--- src/rtl/mips_pkg.sv ---
// Shared datapath types for the register-file writeback path.
package mips_pkg;

    localparam int unsigned REG_ADDR_W = 5;
    localparam int unsigned NUM_REGS   = 32;
    localparam int unsigned DATA_W     = 32;
    localparam int unsigned CNT_W      = 16;

    typedef logic [REG_ADDR_W-1:0] reg_addr_t;

    // One writeback payload: destination register and the value to write.
    typedef struct packed {
        reg_addr_t         addr;
        logic [DATA_W-1:0] data;
    } wb_req_t;

endpackage

--- src/rtl/rr_arbiter.sv ---
// Round-robin arbiter: one-hot grant searching upward from a rotating pointer.
// The pointer moves past the winner only when the caller reports a transfer.
module rr_arbiter #(
    parameter int unsigned N = 2
) (
    input  logic         clk,
    input  logic         reset,
    input  logic [N-1:0] req,
    input  logic         advance,
    output logic [N-1:0] grant
);

    localparam int unsigned PTR_W = (N > 1) ? $clog2(N) : 1;

    logic [PTR_W-1:0] r_ptr;
    logic [PTR_W-1:0] w_ptr_next;
    logic [PTR_W-1:0] w_win;
    logic [N-1:0]     w_grant;
    logic             w_found;
    int unsigned      w_idx;

    // Scan p, p+1, .. mod N; first requesting index wins. Nothing is granted in reset.
    always_comb begin
        w_grant    = '0;
        w_win      = '0;
        w_found    = 1'b0;
        w_idx      = 0;
        w_ptr_next = r_ptr;
        for (int unsigned off = 0; off < N; off++) begin
            w_idx = 32'(r_ptr) + off;
            if (w_idx >= N) begin
                w_idx = w_idx - N;
            end
            if (!reset && !w_found && req[PTR_W'(w_idx)]) begin
                w_found                = 1'b1;
                w_grant[PTR_W'(w_idx)] = 1'b1;
                w_win                  = PTR_W'(w_idx);
            end
        end
        if (w_found) begin
            w_ptr_next = (32'(w_win) == N - 1) ? '0 : w_win + PTR_W'(1);
        end
    end

    // Pointer register: moves to winner+1 on an accepted transfer, else holds.
    always_ff @(posedge clk) begin
        if (reset) begin
            r_ptr <= '0;
        end else if (advance && w_found) begin
            r_ptr <= w_ptr_next;
        end
    end

    assign grant = w_grant;

endmodule

--- src/rtl/regfile_wb_arbiter.sv ---
// Register-file write-port controller: arbitrates writeback requesters onto the
// single write-select decoder, registers the winner one cycle, filters writes to
// register 0, applies flush gating and counts committed writes.
module regfile_wb_arbiter #(
    parameter int unsigned NREQ   = 2,
    parameter int unsigned DATA_W = 32,
    parameter int unsigned ADDR_W = 5
) (
    input  logic                     clk,
    input  logic                     reset,
    input  logic [NREQ-1:0]          req_valid,
    input  logic [NREQ*ADDR_W-1:0]   req_addr,
    input  logic [NREQ*DATA_W-1:0]   req_data,
    output logic [NREQ-1:0]          req_ready,
    input  logic                     flush,
    output logic [ADDR_W-1:0]        Sel,
    output logic                     wr_en,
    output logic [DATA_W-1:0]        wr_data,
    output logic [15:0]              grant_cnt
);

    import mips_pkg::*;

    localparam int unsigned PKG_DW = mips_pkg::DATA_W;

    logic [NREQ-1:0]   w_grant;
    logic              w_accept;
    logic              w_commit_next;
    logic              w_wr_en;
    wb_req_t           w_win;

    logic [ADDR_W-1:0] r_sel;
    logic [DATA_W-1:0] r_wr_data;
    logic              r_wr_en;
    logic [CNT_W-1:0]  r_grant_cnt;

    rr_arbiter #(
        .N (NREQ)
    ) u_rr (
        .clk     (clk),
        .reset   (reset),
        .req     (req_valid),
        .advance (w_accept),
        .grant   (w_grant)
    );

    // Select the granted requester's payload (grant is one-hot or zero).
    always_comb begin
        w_win = '0;
        for (int i = 0; i < NREQ; i++) begin
            if (w_grant[i]) begin
                w_win.addr = REG_ADDR_W'(req_addr[i*ADDR_W +: ADDR_W]);
                w_win.data = PKG_DW'(req_data[i*DATA_W +: DATA_W]);
            end
        end
    end

    // Accepted transfer commits next cycle unless it targets r0 or is flushed now.
    assign w_accept      = |(w_grant & req_valid);
    assign w_commit_next = w_accept && (w_win.addr != '0) && !flush;
    // Flush also drops the write currently presented to the decoder.
    assign w_wr_en       = r_wr_en && !flush;

    // Output stage: capture winner, cancel on reset, saturating commit counter.
    always_ff @(posedge clk) begin
        if (reset) begin
            r_sel       <= '0;
            r_wr_data   <= '0;
            r_wr_en     <= 1'b0;
            r_grant_cnt <= '0;
        end else begin
            r_wr_en <= w_commit_next;
            if (w_accept) begin
                r_sel     <= ADDR_W'(w_win.addr);
                r_wr_data <= DATA_W'(w_win.data);
            end
            if (w_wr_en && (r_grant_cnt != {CNT_W{1'b1}})) begin
                r_grant_cnt <= r_grant_cnt + CNT_W'(1);
            end
        end
    end

    assign req_ready = w_grant;
    assign Sel       = r_sel;
    assign wr_en     = w_wr_en;
    assign wr_data   = r_wr_data;
    assign grant_cnt = 16'(r_grant_cnt);

endmodule

--- config.mk ---
export PLATFORM = sky130hd
export DESIGN_NAME = regfile_wb_arbiter
export DESIGN_NICKNAME = d
export VERILOG_FILES = /design/src/rtl/mips_pkg.sv /design/src/rtl/rr_arbiter.sv /design/src/rtl/regfile_wb_arbiter.sv
export SDC_FILE = /design/constraint.sdc
export NUM_CORES = 1
export LEC_CHECK = 0
export CELL_PAD_IN_SITES_DETAIL_PLACEMENT = 1
export CELL_PAD_IN_SITES_GLOBAL_PLACEMENT = 1
export CORE_MARGIN = 1
export CORE_UTILIZATION = 28
export CTS_CLUSTER_DIAMETER = 60
export DETAILED_ROUTE_END_ITERATION = 8
export PLACE_DENSITY_LB_ADDON = 0.1
export SLEW_MARGIN = 20
export SYNTH_ARGS = -nofsm -noshare
export SYNTH_HDL_FRONTEND = slang
export SYNTH_SLANG_ARGS = --single-unit
--- constraint.sdc ---
create_clock -name clk -period 4.3 [get_ports clk]
set_input_delay 0.43 -clock clk [delete_from_list [all_inputs] [get_ports clk]]
set_output_delay 0.43 -clock clk [all_outputs]
set_load 0.02 [all_outputs]
==> results of run 1 <==
[area by class of cell]
| type | count | area, um2 |
|---|---|---|
| clock inverters | 2 | 35.03 |
| flip-flops and latches | 55 | 1101 |
| fillers | 872 | 3900 |
| well taps | 102 | 127.6 |
| repair buffers | 138 | 1371 |
| multi-input cells | 135 | 974.7 |
| clock buffers | 6 | 82.58 |
| inverters | 36 | 135.1 |
[worst min-delay path by stage]
stage,slack (ns),end
after global routing,0.51,wr_data[22]
after floorplan,0.46,flip-flop
final,0.48,wr_data[6]
after global placement,0.45,wr_data[19]
after CTS,0.48,wr_data[4]
after detailed placement,0.45,wr_data[4]
[where the power goes]
group | internal, mW | switching (mW)
logic | 0.138 | 0.103
clock network | 0.189 | 0.172
registers | 0.540 | 0.0169
[logic make-up after synthesis]
family                     count (synthesis)  synth area share [%]
buffers and inverters                     51                 8.514
adders and majority gates                  1                0.5564
AOI/OAI and AO/OA                         67                 24.10
muxes                                      3                 1.502
DFF                                       55                 48.97
and+or+nand+nor                           64                 16.36
[state kept, by name, indices dropped and copies added (netlist names), named ones only]
| register | count |
|---|---|
| wr_data | 32 |
| Sel | 5 |
| grant_cnt | 16 |
| r_wr_en | 1 |
[metal layers]
metal	share of wire [%]	global-route usage (%)	up-vias
met5	0	0	-
met4	1.3	5.026	0
met3	7.3	5.638	6
met2	50	31.83	80
met1	41	21.90	1204
li1	-	-	1182
[stage by stage]
| step | total power [mW] | hold WS (ns) | util [%] | worst slack, ns | instance area, um2 |
|---|---|---|---|---|---|
| after floorplan | 0.6560 | 0.4631 | - | 2.408 | 2248 |
| after global placement | 0.8046 | 0.4466 | 47.90 | 1.776 | 3701 |
| after detailed placement | 0.8092 | 0.4540 | 47.90 | 1.746 | 3701 |
| after CTS | 1.178 | 0.4845 | 49.42 | 1.803 | 3819 |
| after global routing | 1.214 | 0.5125 | 49.53 | 1.733 | 3827 |
| final | 1.158 | 0.4760 | 49.53 | 1.813 | 3827 |
[worst max-delay path: stages]
cell and delay, ns:
clkdlybuf4s50_1 0.40, buf_4 0.22, a21oi_1 0.19, and2_1 0.19, clkdlybuf4s50_1 0.62
[synth_stat cells (2+ instances only)]
| cell | n | area share [%] |
|---|---|---|
| dfxtp_1 | 55 | 49 |
| clkbuf_1 | 15 | 2.5 |
| nor3_1 | 5 | 1.1 |
| mux2_2 | 3 | 1.5 |
| nor4_1 | 2 | 0.56 |
| a22oi_1 | 4 | 1.3 |
| or3_1 | 6 | 1.7 |
| o31ai_1 | 6 | 2.0 |
| nand2_1 | 14 | 2.3 |
| inv_1 | 36 | 6.0 |
| a211oi_1 | 2 | 0.67 |
| o21ai_0 | 6 | 1.3 |
| nand4_1 | 5 | 1.4 |
| and3_1 | 2 | 0.56 |
| or4_1 | 7 | 2.3 |
| a222oi_1 | 33 | 15 |
| nor2b_1 | 5 | 1.4 |
| a21oi_1 | 13 | 2.9 |
| nand3_1 | 3 | 0.67 |
| nor2_1 | 7 | 1.2 |
==> summary.md, run 1 <==
| Metric | Value |
|---|---|
| Status | complete, no violations |
| Number of synthesized flops with an enable pin | 0 |
| Worst EP arrival | 2.06 ns |
| Worst-Margin Slew | 0.6856 ns |
| Detailed Place HPWL | 5569 um |
| CTS tree | yes |
| Max cap viols | 0 |
| Critical path launch point | reset |
| # IOs | 135 |
| Asr flop ratio synth | 0% |
| Worst hold start | wr_data[6] |
| PostCTS Resize Cnt | 0 |
| Power per Cell Area | 302.4 nW/um2 |
| Post-Place Cells | 466 |
| Reg-to-reg endpoint | grant_cnt[4] |
| R2r setup slk | 2.18 ns |
| First drt pass iteration count | 5 |
| Hold Vio Cnt, Final | 0 |
| Hold-critical path depth | 2 |
| ANT nets after route | 0 |
| Max IR drop VDD | 0.1306 mV |
| Worst setup EP type | primary output |
| Commonest non-fill, non-tap cell in the layout | clkdlybuf4s50_1 |
| CP Max Fanout | 24 |
| FMAX | 0.4022 GHz |
| Worst Skew | 0.008164 ns |
| Clk_lat worst skew | 0.30 ns |
| CP Launch Type | input port |
| Primary FF master, synth | dfxtp_1 |
| Full die area | 8392 um2 |
| Root Driver | clkbuf_8 |
| Core ar. | 7727 um2 |
| Share of cells above drive strength 1 | 5.376% |
| All-Layer GR Usage | 18.38% |
| Rows | 32 |
| CTS buffer count | 5 |
| Most frequent cells in the layout | clkdlybuf4s50_1 (134), dfxtp_1 (55), inv_1 (36) |
| Leakage power figure | 1.549 nW |
| Die Span Y | 91.61 um |
| Max clock buf depth | 2 |
| Post-Layout Cell Count | 474 |
| Syn Area/Cell | 9.329 um2 |
| Die Span X | 91.61 um |
| Initial core utilization | 29.10% |
| Flops & latches, synth | 55 |
| Fin nets | 451 |
| RD Place Congestion | 0.7546 |
| Area grow syn2layout | 70.23% |
| Grt ovf | 0 |
| Post-synthesis sequential area ratio | 48.97% |
| CP Data Required Time | 3.87 ns |
| HP Class | flip-flop to flip-flop |
| Min cycle time layout | 2.487 ns |
| Vias in the first global route | 2577 |
| Max-slew headroom | 53.95% |
| Clock sinks | 55 |
| Max Slew Vio Count | 0 |
| H-Tree Depth | 2 |
| Number of hold buffers added after CTS | 0 |
| Critical R2R Launch | grant_cnt[0] |
| Setup bufs post-CTS | 0 |
| Post-route clock period utilization | 57.83% |
| Syn Nets | 321 |
| PortBufs | 134 |
| Unique masters post-synth | 32 |
| Yosys warnings | 0 |
| Final Setup Violations | 0 |
| Path depth of the worst reg2reg path | 5 |
| Remaining DRCs | 0 |
| Cell Area, Synth | 2248 um2 |
| Setup Crit Path Kind | input port to primary output |
| Wire length per cell | 16.30 um |
| RSZ-0062 raised after global routing | no |
| Initial drt markers | 153 |
| Clock-pin slew on the worst setup and hold paths | 0.10 ns |
| Antenna cells | 0 |
| Final setup TNS | 0 ns |
| Drt total wl | 7724 um |
| DR vias | 2472 |
| First-pass GRT wire length | 12410 um |
| Initial antenna violation count | 0 |
| Crit path to | req_ready[0] |
| Post-Syn Instances | 241 |
| Pin count of the biggest net entering global routing | 40 |
| Post-DR vias/cell | 5.215 |
Power figures use the tool's default switching activity.
==> run 2: changes to the inputs <==
CORE_UTILIZATION = 24   (was 28)
clock period = 2 ns   (was 4.3 ns; I/O delays follow)
==> summary.md, run 2 (synthesis gave the netlist of run 1 again) <==
| Metric | Value |
|---|---|
| Wire length per cell | 15.86 um |
| Clk_lat worst skew | 0.30 ns |
| R2r setup slk | 0.15 ns |
| ANT nets after route | 0 |
| Full die area | 9759 um2 |
| Initial antenna violation count | 0 |
| HP Class | input port to flip-flop |
| Grt ovf | 0 |
| Hold Vio Cnt, Final | 0 |
| Worst-Margin Slew | 0.5328 ns |
| Die Span X | 98.79 um |
| Remaining DRCs | 0 |
| Root Driver | clkbuf_8 |
| Max IR drop VDD | 0.2856 mV |
| Path depth of the worst reg2reg path | 4 |
| Max clock buf depth | 2 |
| First drt pass iteration count | 6 |
| RSZ-0062 raised after global routing | no |
| Fin nets | 461 |
| CP Max Fanout | 4 |
| Placed inst area | 3806 um2 |
| Post-Place Cells | 482 |
| Critical R2R Launch | grant_cnt[5] |
| H-Tree Depth | 2 |
| Rows | 34 |
| Core ar. | 8891 um2 |
| Max-slew headroom | 64.15% |
| Initial core utilization | 25.29% |
| PortBufs | 134 |
| DR vias | 2499 |
| Final Setup Violations | 0 |
| Status | complete, no violations |
| Clock-pin slew on the worst setup and hold paths | 0.10 ns |
| CP Data Required Time | 1.80 ns |
| Max FFs per register | 32 |
| Min cycle time layout | 1.879 ns |
| Hold EP | Sel[3] |
| CTS tree | yes |
| Initial drt markers | 240 |
| Detailed Place HPWL | 5800 um |
| # IOs | 135 |
| Fillers | 1012 |
| Placement-stage worst setup slack | -0.04632 ns |
| Worst EP arrival | 1.68 ns |
| RD Place Congestion | 0.7215 |
| Commonest non-fill, non-tap cell in the layout | clkdlybuf4s50_1 |
| First-pass GRT wire length | 12550 um |
| Setup Crit Path Kind | input port to primary output |
| Hold-critical path depth | 3 |
| Slack of the critical path | 0.1207 ns |
| Post-route clock period utilization | 93.96% |
| Max cap viols | 0 |
| Worst Skew | 0.007260 ns |
| All-Layer GR Usage | 16.11% |
| Final setup TNS | 0 ns |
| Worst setup EP type | primary output |
| Area grow syn2layout | 73.79% |
| Pin count of the biggest net entering global routing | 38 |
| Design area | 3908 um2 |
| Reg-to-reg endpoint | grant_cnt[11] |
| Drt total wl | 7773 um |
| CP Launch Type | input port |
| Post-DR vias/cell | 5.100 |
| Power per Cell Area | 614.2 nW/um2 |
| Share of cells above drive strength 1 | 8.115% |
| Vias in the first global route | 2604 |
| Post-Layout Cell Count | 490 |
| CTS buffer count | 5 |
| Die Span Y | 98.79 um |
| Most frequent cells in the layout | clkdlybuf4s50_1 (133), dfxtp_1 (54), inv_1 (36) |
| Max Slew Vio Count | 0 |
| Worst hold start | req_addr[3] |
| FMAX | 0.5321 GHz |
| Antenna cells | 0 |
| Leakage power figure | 1.579 nW |
| Clock sinks | 55 |
-- run 2: cell types whose count changed in the layout (fill, tap and decap cells not counted) --
| cell | change |
|---|---|
| nor4_2 | +1 |
| bufinv_16 | -1 |
| clkinv_2 | -1 |
| buf_12 | +2 |
| buf_4 | +9 |
| clkdlybuf4s50_1 | -1 |
| clkbuf_8 | +1 |
| dfxtp_1 | -1 |
| nor4_4 | -1 |
| clkbuf_1 | +1 |
| dfxtp_2 | +1 |
-- run 2: cell type report --
class | instances | area (um2) | share of cell area, %
inverter | 36 | 135.1 | 3.458
timing repair buffer | 148 | 1469 | 37.59
clock buffer | 8 | 100.1 | 2.562
tap | 108 | 135.1 | 3.458
sequential | 55 | 1102 | 28.21
multi-input combinational | 135 | 965.9 | 24.72
-- run 2: worst max-delay path by stage --
stage                            start  cells past startpoint             to  slack (ns)
final                            flush                      5          wr_en        0.12
after global routing      grant_cnt[1]                      5  grant_cnt[10]        0.02
after CTS                    flip-flop                      3   req_ready[0]        0.11
after detailed placement         flush                      5  grant_cnt[11]       -0.05
after global placement           flush                      5  grant_cnt[11]       -0.03
after floorplan           grant_cnt[0]                      5  grant_cnt[12]        0.11
-- run 2: metal layers --
layer	routed length (um)	vias to the layer above	part of all wire [%]	global-route usage, %
met5	0	-	0	0
met4	80	0	1.0	4.248
met3	758	6	9.8	6.596
met2	3791	98	49	28.03
met1	3142	1199	40	18.19
li1	-	1196	-	-
-- run 2: worst max-delay path, cell delays in order --
cell             delay [ns]
clkdlybuf4s50_1        0.43
nand2b_1               0.17
buf_4                  0.15
inv_1                  0.12
clkdlybuf4s50_1        0.62
-- run 2: power by group --
| group | total [mW] | switching (mW) | internal (mW) |
|---|---|---|---|
| Sequential | 1.20 | 0.0351 | 1.16 |
| Combinational | 0.530 | 0.223 | 0.307 |
| Clock | 0.674 | 0.356 | 0.317 |
-- run 2: stage by stage --
step | util, % | hold slack, ns | power, mW
after floorplan | - | 0.2990 | 1.411
after global placement | 42.81 | 0.4455 | 1.747
after detailed placement | 42.81 | 0.4543 | 1.755
after CTS | 43.93 | 0.4498 | 2.447
after global routing | 43.95 | 0.4686 | 2.523
final | 43.95 | 0.4570 | 2.400
-- run 2: what timing repair did --
item | 4_1_cts | 5_1_grt
endpoints found under the setup margin | 0 | 2
endpoints found under the hold margin | 0 | 0
hold buffers | 0 | 0
buffers inserted | 0 | 0
gates resized for setup | 0 | 1
